## src/rtl/pdm_pkg.sv

```systemverilog
// Shared constants and saturation helpers for the PCM-to-PDM output path.
// Optional build macro: PCM_TO_PDM_DITHER_EN (LFSR dither ahead of the comparator).
package pdm_pkg;

  localparam int PCM_W = 16;
  localparam int I1_W  = 20;
  localparam int I2_W  = 24;
  // Working width for integrator sums: i2 + i1 - fb never exceeds 25 bits plus sign.
  localparam int ACC_W = 26;

  localparam logic signed [PCM_W-1:0] FB_POS = 16'sh7FFF;
  localparam logic signed [PCM_W-1:0] FB_NEG = -16'sh8000;

  localparam logic [15:0] LFSR_SEED = 16'hACE1;
  // Fibonacci taps 16,14,13,11 expressed as bit positions 15,13,12,10.
  localparam logic [15:0] LFSR_TAPS = 16'hB400;

  localparam logic signed [ACC_W-1:0] I1_MAX = 26'sd524287;
  localparam logic signed [ACC_W-1:0] I1_MIN = -26'sd524288;
  localparam logic signed [ACC_W-1:0] I2_MAX = 26'sd8388607;
  localparam logic signed [ACC_W-1:0] I2_MIN = -26'sd8388608;

  // Clamp a wide signed sum into the 20-bit first integrator.
  function automatic logic signed [I1_W-1:0] sat20(input logic signed [ACC_W-1:0] v);
    logic signed [ACC_W-1:0] c;
    if (v > I1_MAX)      c = I1_MAX;
    else if (v < I1_MIN) c = I1_MIN;
    else                 c = v;
    return c[I1_W-1:0];
  endfunction

  // Clamp a wide signed sum into the 24-bit second integrator.
  function automatic logic signed [I2_W-1:0] sat24(input logic signed [ACC_W-1:0] v);
    logic signed [ACC_W-1:0] c;
    if (v > I2_MAX)      c = I2_MAX;
    else if (v < I2_MIN) c = I2_MIN;
    else                 c = v;
    return c[I2_W-1:0];
  endfunction

endpackage

```

## src/rtl/sigma_delta_mod2.sv

```systemverilog
// Second-order sigma-delta modulator stepped once per PDM bit.
// Optional build macro: PCM_TO_PDM_DITHER_EN adds a 4-bit LFSR dither at the
// comparator input only; integrator state never sees the dither.
module sigma_delta_mod2
  import pdm_pkg::*;
(
  input  logic                    clk,
  input  logic                    rst,
  input  logic                    en,
  input  logic signed [PCM_W-1:0] x,
  output logic                    pdm
);

  logic signed [I1_W-1:0]  i1_q, i1_d;
  logic signed [I2_W-1:0]  i2_q, i2_d;
  logic                    pdm_q, pdm_d;
  logic signed [PCM_W-1:0] fb;
  logic signed [ACC_W-1:0] fb_x, x_x, i1_x, i2_x, sum1, sum2, cmp;
  logic signed [ACC_W-1:0] dither_x;

`ifdef PCM_TO_PDM_DITHER_EN
  logic [15:0] lfsr_q, lfsr_d;

  // Next LFSR state and the sign-extended low nibble used as dither (-8..+7).
  always_comb begin
    lfsr_d   = {lfsr_q[14:0], ^(lfsr_q & LFSR_TAPS)};
    dither_x = {{(ACC_W-4){lfsr_q[3]}}, lfsr_q[3:0]};
  end

  // LFSR advances with the modulator; reset reloads the seed.
  always_ff @(posedge clk) begin
    if (rst)     lfsr_q <= LFSR_SEED;
    else if (en) lfsr_q <= lfsr_d;
  end
`else
  assign dither_x = '0;
`endif

  // Integrator updates: i2 accumulates the old i1, both subtract the same feedback.
  always_comb begin
    fb    = pdm_q ? FB_POS : FB_NEG;
    fb_x  = ACC_W'(fb);
    x_x   = ACC_W'(x);
    i1_x  = ACC_W'(i1_q);
    i2_x  = ACC_W'(i2_q);
    sum1  = i1_x + x_x - fb_x;
    sum2  = i2_x + i1_x - fb_x;
    i1_d  = sat20(sum1);
    i2_d  = sat24(sum2);
    cmp   = ACC_W'(i2_d) + dither_x;
    pdm_d = ~cmp[ACC_W-1];
  end

  // Modulator state only moves on the bit strobe.
  always_ff @(posedge clk) begin
    if (rst) begin
      i1_q  <= '0;
      i2_q  <= '0;
      pdm_q <= 1'b0;
    end else if (en) begin
      i1_q  <= i1_d;
      i2_q  <= i2_d;
      pdm_q <= pdm_d;
    end
  end

  assign pdm = pdm_q;

endmodule

```

## src/rtl/pcm_to_pdm.sv

```systemverilog
// PCM-to-PDM converter: one-entry sample buffer, bit/frame counters, PDM bit
// clock and underrun/overrun flags around a second-order sigma-delta modulator.
// Optional build macro: PCM_TO_PDM_DITHER_EN (see sigma_delta_mod2).
//
// Input handshake: pcm_valid is a one-cycle strobe with no back-pressure; d_in
// is captured on every cycle pcm_valid is high. A strobe landing on a full
// buffer overwrites it (overrun) unless the same cycle is a frame boundary, in
// which case the old entry moves to the modulator and the new one takes its place.
module pcm_to_pdm
  import pdm_pkg::*;
#(
  parameter int CLK_DIV = 50,  // even, >= 4
  parameter int OSR     = 64   // power of two, 16..256
) (
  input  logic                    clk,
  input  logic                    rst,
  input  logic signed [PCM_W-1:0] d_in,
  input  logic                    pcm_valid,
  output logic                    pdm_out,
  output logic                    pdm_clk,
  output logic                    underrun,
  output logic                    overrun
);

  localparam int DIV_W = $clog2(CLK_DIV);
  localparam int BIT_W = $clog2(OSR);
  localparam logic [DIV_W-1:0] DIV_LAST = DIV_W'(CLK_DIV - 1);
  localparam logic [DIV_W-1:0] DIV_HALF = DIV_W'(CLK_DIV / 2);
  localparam logic [BIT_W-1:0] BIT_LAST = BIT_W'(OSR - 1);

  logic [DIV_W-1:0]        div_cnt_q, div_cnt_d;
  logic [BIT_W-1:0]        bit_cnt_q, bit_cnt_d;
  logic                    pdm_clk_q, pdm_clk_d;
  logic signed [PCM_W-1:0] buf_q, buf_d;
  logic                    buf_full_q, buf_full_d;
  logic signed [PCM_W-1:0] cur_q, cur_d;
  logic                    underrun_q, underrun_d;
  logic                    overrun_q, overrun_d;
  logic                    bit_stb, frame_stb;

  // Counters, bit clock and the one-entry sample buffer.
  always_comb begin
    bit_stb   = (div_cnt_q == DIV_LAST);
    frame_stb = bit_stb && (bit_cnt_q == BIT_LAST);

    div_cnt_d = bit_stb ? '0 : div_cnt_q + 1'b1;
    bit_cnt_d = bit_cnt_q;
    if (bit_stb) bit_cnt_d = (bit_cnt_q == BIT_LAST) ? '0 : bit_cnt_q + 1'b1;

    // Low for the first half of each bit period so the rising edge sits mid-bit.
    pdm_clk_d = (div_cnt_d >= DIV_HALF);

    buf_d      = buf_q;
    buf_full_d = buf_full_q;
    cur_d      = cur_q;
    underrun_d = 1'b0;
    overrun_d  = 1'b0;

    if (frame_stb) begin
      if (buf_full_q) begin
        cur_d      = buf_q;
        buf_full_d = pcm_valid;
        if (pcm_valid) buf_d = d_in;
      end else begin
        // Nothing to load: keep playing the previous sample.
        underrun_d = 1'b1;
        if (pcm_valid) begin
          buf_d      = d_in;
          buf_full_d = 1'b1;
        end
      end
    end else if (pcm_valid) begin
      buf_d      = d_in;
      buf_full_d = 1'b1;
      overrun_d  = buf_full_q;
    end
  end

  // Register all control state; reset abandons any frame in progress.
  always_ff @(posedge clk) begin
    if (rst) begin
      div_cnt_q  <= '0;
      bit_cnt_q  <= '0;
      pdm_clk_q  <= 1'b0;
      buf_q      <= '0;
      buf_full_q <= 1'b0;
      cur_q      <= '0;
      underrun_q <= 1'b0;
      overrun_q  <= 1'b0;
    end else begin
      div_cnt_q  <= div_cnt_d;
      bit_cnt_q  <= bit_cnt_d;
      pdm_clk_q  <= pdm_clk_d;
      buf_q      <= buf_d;
      buf_full_q <= buf_full_d;
      cur_q      <= cur_d;
      underrun_q <= underrun_d;
      overrun_q  <= overrun_d;
    end
  end

  // The modulator sees cur_d so a sample loaded at a frame boundary drives the
  // very first bit of the new frame.
  sigma_delta_mod2 u_mod (
    .clk (clk),
    .rst (rst),
    .en  (bit_stb),
    .x   (cur_d),
    .pdm (pdm_out)
  );

  assign pdm_clk  = pdm_clk_q;
  assign underrun = underrun_q;
  assign overrun  = overrun_q;

endmodule

```

## config.mk

```make
export PLATFORM = sky130hd
export DESIGN_NAME = pcm_to_pdm
export DESIGN_NICKNAME = d
export VERILOG_FILES = /design/src/rtl/pdm_pkg.sv /design/src/rtl/sigma_delta_mod2.sv /design/src/rtl/pcm_to_pdm.sv
export SDC_FILE = /design/constraint.sdc
export NUM_CORES = 1
export LEC_CHECK = 0
export CORE_ASPECT_RATIO = 2
export CORE_MARGIN = 2
export CORE_UTILIZATION = 57
export CTS_CLUSTER_SIZE = 30
export DETAILED_ROUTE_END_ITERATION = 8
export GPL_ROUTABILITY_DRIVEN = 0
export PLACE_DENSITY = 0.78
export SYNTH_ARGS = -nofsm -noshare
export SYNTH_HDL_FRONTEND = slang
export SYNTH_SLANG_ARGS = --single-unit
```

## constraint.sdc

```tcl
create_clock -name clk -period 5.3 [get_ports clk]
set_clock_uncertainty 0.15 [all_clocks]
set_input_delay 1.325 -clock clk [delete_from_list [all_inputs] [get_ports clk]]
set_output_delay 1.325 -clock clk [all_outputs]
set_load 0.05 [all_outputs]
```

==> results.md <==
| Metric | Reported |
|---|---|
| Endpoint required time on the critical path | 5.40 ns |
| DRT Wirelength | 17.21 mm |
| Total negative slack | 0 ns |
| Leakage | 0.003383 uW |
| Count of hold-fix buffers inserted at cts | 0 |
| Count of input and output buffers | 22 |
| Largest stage delay on the critical path | 0.54 ns |
| Mapped Nets | 947 |
| Share of synthesized cell area in full adder, half adder and majority cells | 0.2058 |
| Source of the worst hold timing path | u_mod.i2_q[0]$_SDFFE_PP0N_ |
| Die width | 84.12 um |
| Die area | 13,820 um2 |
| Global-route wire length before repair | 28.01 mm |
| Maximum clock frequency | 202.6 MHz |
| Worst vdd ir | 0.0002015 V |
| Yosys top cell by area | sky130_fd_sc_hd__dfxtp_1 |
| Initial Util | 0.5829 |
| Largest net degree at the start of global routing | 97 |
| Parity-gate share of the synthesized area counting xor and xnor cells | 0.04069 |
| Ratio of routed vias to standard cells | 6.051 |
| Worst min path class | reg2reg |
| TritonCTS clock tree | yes |
| Total number of vias | 6,009 |
| Antenna Cells | 0 |
| Worst-Skew Late Latency | 0.36 ns |
| Final ANT Viol Nets | 0 |
| Yosys warning count | 0 |
| Number of sinks on the clock net | 93 |
| Number of violations of the max-capacitance limit | 0 |
| Number of global-route vias before repair | 6,139 |
| Element type at the critical path end | register |
| Reg-to-reg slack, setup | 0.36 ns |
| Critical Path Source Type | register |
| Clock input transition at the sequential cells of the worst setup and hold paths | 0.07 ns |
| DR DRC count | 0 |
| Die Y-Extent | 164.2 um |
| Worst-path maximum fanout | 16 |
| Multiplexer area fraction after synthesis | 0.05762 |
| Top Ports | 23 |
| Cell types occupying the most area after synthesis | sky130_fd_sc_hd__dfxtp_1 25%, sky130_fd_sc_hd__fa_1 12%, sky130_fd_sc_hd__ha_1 8.5% |
| Area of the core | 12,550 um2 |
| Number of flip-flops and latches in the synthesized netlist | 93 |
| Dominant combinational cell family by area after synthesis | compound AO/OA/AOI/OAI gates |
| Endpoint of the worst hold-timing path | u_mod.i2_q[0]$_SDFFE_PP0N_ |
| Async set or reset register ratio after synthesis | 0 |
| Number of core rows | 58 |
| Unrepaired setup endpoints after global routing | no |
| Reg2Reg Launch Point | div_cnt_q[0]$_SDFF_PP0_ |
| Number of buffers created by CTS | 9 |
| Estimated wirelength of the detail-placed design | 13.20 mm |
| Combined global-route utilization of all metal layers | 0.2496 |
| Depth of the worst register-to-register path | 17 |
| Post-synthesis sequential area ratio | 0.2544 |
| PwrDens | 178.5 nW/um2 |
| 1st-iter DRT viols | 278 |
| Dpl cells | 976 |
| Final cell count without fillers | 993 |
| Simple logic cell fraction of the synthesized area | 0.1530 |
| CP cell instances | ha_1 > nand4_1 > nor2_1 > nand2_1 > buf_4 > mux2_2 > fa_1 > ha_1 > nor2b_1 > o31a_1 > o31ai_1 > a21oi_1 > mux2i_1 > a21oi_4 > buf_4 > o211ai_1 > a221oi_1 |
| Number of synthesized flops with an enable pin | 0 |
| WL/cell | 17.34 um |
| Fraction of final layout cells with drive strength greater than 1 | 0.09134 |
| Count of final max-slew check failures | 0 |
| Hold Fails Final Rpt | 0 |
| Max-slew headroom at the worst pin | 0.2784 |
| Number of setup violations in the final report | 0 |
| Post-synthesis compound-gate area fraction | 0.2154 |
| Endpoint arrival time on the critical path | 5.03 ns |
| Number of distinct standard cells referenced by the synthesized netlist | 72 |
| Proportion of netlist area held by the largest area contributor | 0.2544 |
| Most frequent standard cell in the layout excluding fill and tap cells | sky130_fd_sc_hd__inv_1 |
| Commonest cells after routing, fill and taps aside | 93 x sky130_fd_sc_hd__inv_1, 92 x sky130_fd_sc_hd__dfxtp_1, 65 x sky130_fd_sc_hd__nor2_1 |
| Final-stage net count | 951 |
| Post-Synthesis Cell Area | 7318 um2 |
| Synth Flop Type | sky130_fd_sc_hd__dfxtp_1 |
| Minimum clock period | 4.937 ns |
| First-pass iteration count of the detailed router | 5 |
| Synthesized area per cell | 8.775 um2 |
| Hold Path Stages | 2 |
| Final worst path period share | 0.9315 |
| Maximum clock insertion buffer count | 2 |
| Clock tree root buffer cell | sky130_fd_sc_hd__clkbuf_16 |
| Total global routing overflow | 0 |
| Critical path's slowest cell | sky130_fd_sc_hd__o31ai_1 |
| Number of H-tree levels | 3 |
| Worst flop-to-flop path endpoint | u_mod.i1_q[10]$_SDFFE_PP0N_ |
| Number of standard cells after synthesis | 834 |
| Run status | complete, no violations |
| Startpoint-to-endpoint class of the critical path | reg2reg |
| Worst slew pin tran | 1.082 ns |
| Growth of design area from synthesis to finish | 8.617% |
| Initial antenna violation count | 0 |
## worst max-delay path by stage
stage          slack, ns  cells after the start                     endpoint               startpoint
2_1_floorplan       0.22                     13   u_mod.i1_q[9]$_SDFFE_PP0N_   u_mod.pdm$_SDFFE_PP0N_
5_1_grt             0.01                     17   u_mod.i1_q[4]$_SDFFE_PP0N_  div_cnt_q[0]$_SDFF_PP0_
3_5_place_dp        0.25                     17  u_mod.i1_q[12]$_SDFFE_PP0N_  div_cnt_q[0]$_SDFF_PP0_
4_1_cts             0.17                     17  u_mod.i1_q[12]$_SDFFE_PP0N_  div_cnt_q[0]$_SDFF_PP0_
6_report            0.36                     17  u_mod.i1_q[10]$_SDFFE_PP0N_  div_cnt_q[0]$_SDFF_PP0_
3_3_place_gp        0.40                     17  u_mod.i1_q[17]$_SDFFE_PP0N_  div_cnt_q[0]$_SDFF_PP0_
## cells in the mapped netlist, types with 8 or more instances
master,number
sky130_fd_sc_hd__a21oi_1,50
sky130_fd_sc_hd__fa_1,44
sky130_fd_sc_hd__o21ai_0,32
sky130_fd_sc_hd__o211ai_1,9
sky130_fd_sc_hd__and3_1,15
sky130_fd_sc_hd__nor2b_1,21
sky130_fd_sc_hd__nand3_1,14
sky130_fd_sc_hd__inv_1,93
sky130_fd_sc_hd__dfxtp_1,93
sky130_fd_sc_hd__clkbuf_1,31
sky130_fd_sc_hd__xor2_1,15
sky130_fd_sc_hd__a221oi_1,17
sky130_fd_sc_hd__or3_1,8
sky130_fd_sc_hd__mux2_2,17
sky130_fd_sc_hd__a21o_1,9
sky130_fd_sc_hd__nand2_1,61
sky130_fd_sc_hd__nand4_1,8
sky130_fd_sc_hd__nor2_1,65
sky130_fd_sc_hd__mux2i_1,23
sky130_fd_sc_hd__nor3_1,16
sky130_fd_sc_hd__ha_1,50
sky130_fd_sc_hd__a221oi_2,13
sky130_fd_sc_hd__xnor2_1,19
sky130_fd_sc_hd__nand2b_1,9
## cell type report
| type | instances | area, um2 |
|---|---|---|
| multi-input combinational | 608 | 4940 |
| fill | 1022 | 4606 |
| sequential | 93 | 1863 |
| inverter | 94 | 352.8 |
| timing repair buffer | 32 | 305.3 |
| clock buffer | 9 | 225.2 |
| tap | 150 | 187.7 |
| clock inverter | 7 | 75.07 |
## stage by stage
stage                     power [uW]    util  hold WS, ns  setup WS [ns]  cell area [um2]
after global placement         780.3  0.6062       0.2981         0.4009             7611
final                           1419  0.6331       0.3207         0.3631             7949
after CTS                       1425  0.6302       0.3224         0.1674             7911
after floorplan                760.3       -       0.2906         0.2173             7320
after detailed placement       782.8  0.6062       0.3127         0.2457             7611
after global routing            1449  0.6331       0.3460        0.01248             7949
## cell families (layout without fill, tap and decap cells)
| group | after synthesis | in the layout |
|---|---|---|
| AND/OR/NAND/NOR | 232 | 232 |
| AO/OA/AOI/OAI | 208 | 208 |
| buffers and inverters | 133 | 142 |
| adder cells (fa/ha/maj) | 94 | 94 |
| flip-flops | 93 | 93 |
| multiplexers | 40 | 40 |
| XOR/XNOR | 34 | 34 |
## worst max-delay path: cells and delay by family, from the launching register on
| kind | cells | cell delay, ns |
|---|---|---|
| muxes | 2 | 0.51 |
| adders and majority gates | 3 | 0.99 |
| DFF | 1 | 0.40 |
| buffers and inverters | 2 | 0.44 |
| AOI/OAI and AO/OA | 6 | 1.69 |
| and+or+nand+nor | 4 | 0.65 |
## registers in the layout, indices dropped and copies added, names as in the netlist
signal / cells
bit_cnt_q: 6
buf_full_q: 1
buf_q: 16
cur_q: 16
div_cnt_q: 6
overrun: 1
pdm_clk: 1
u_mod.i1_q: 20
u_mod.i2_q: 24
u_mod.pdm: 1
underrun: 1
## power breakdown
| part | internal [uW] | total [uW] | switching (uW) |
|---|---|---|---|
| Sequential | 708 | 716 | 8.04 |
| Clock | 334 | 653 | 319 |
| Combinational | 23.3 | 49.6 | 26.2 |
| Total | 1070 | 1420 | 353 |
## repair_timing
action,in CTS,in global routing
gates resized for setup,0,3
setup buffers,0,1
endpoints found under the setup margin,0,19
## metal layers
| metal | global-route usage | wire length [um] | up-vias |
|---|---|---|---|
| met5 | 0 | 0 | - |
| met4 | 0.1334 | 713 | 0 |
| met3 | 0.02312 | 377 | 47 |
| met2 | 0.4964 | 9820 | 121 |
| met1 | 0.2466 | 6302 | 2899 |
| li1 | - | - | 2942 |
(Power assumes the default switching activity.)
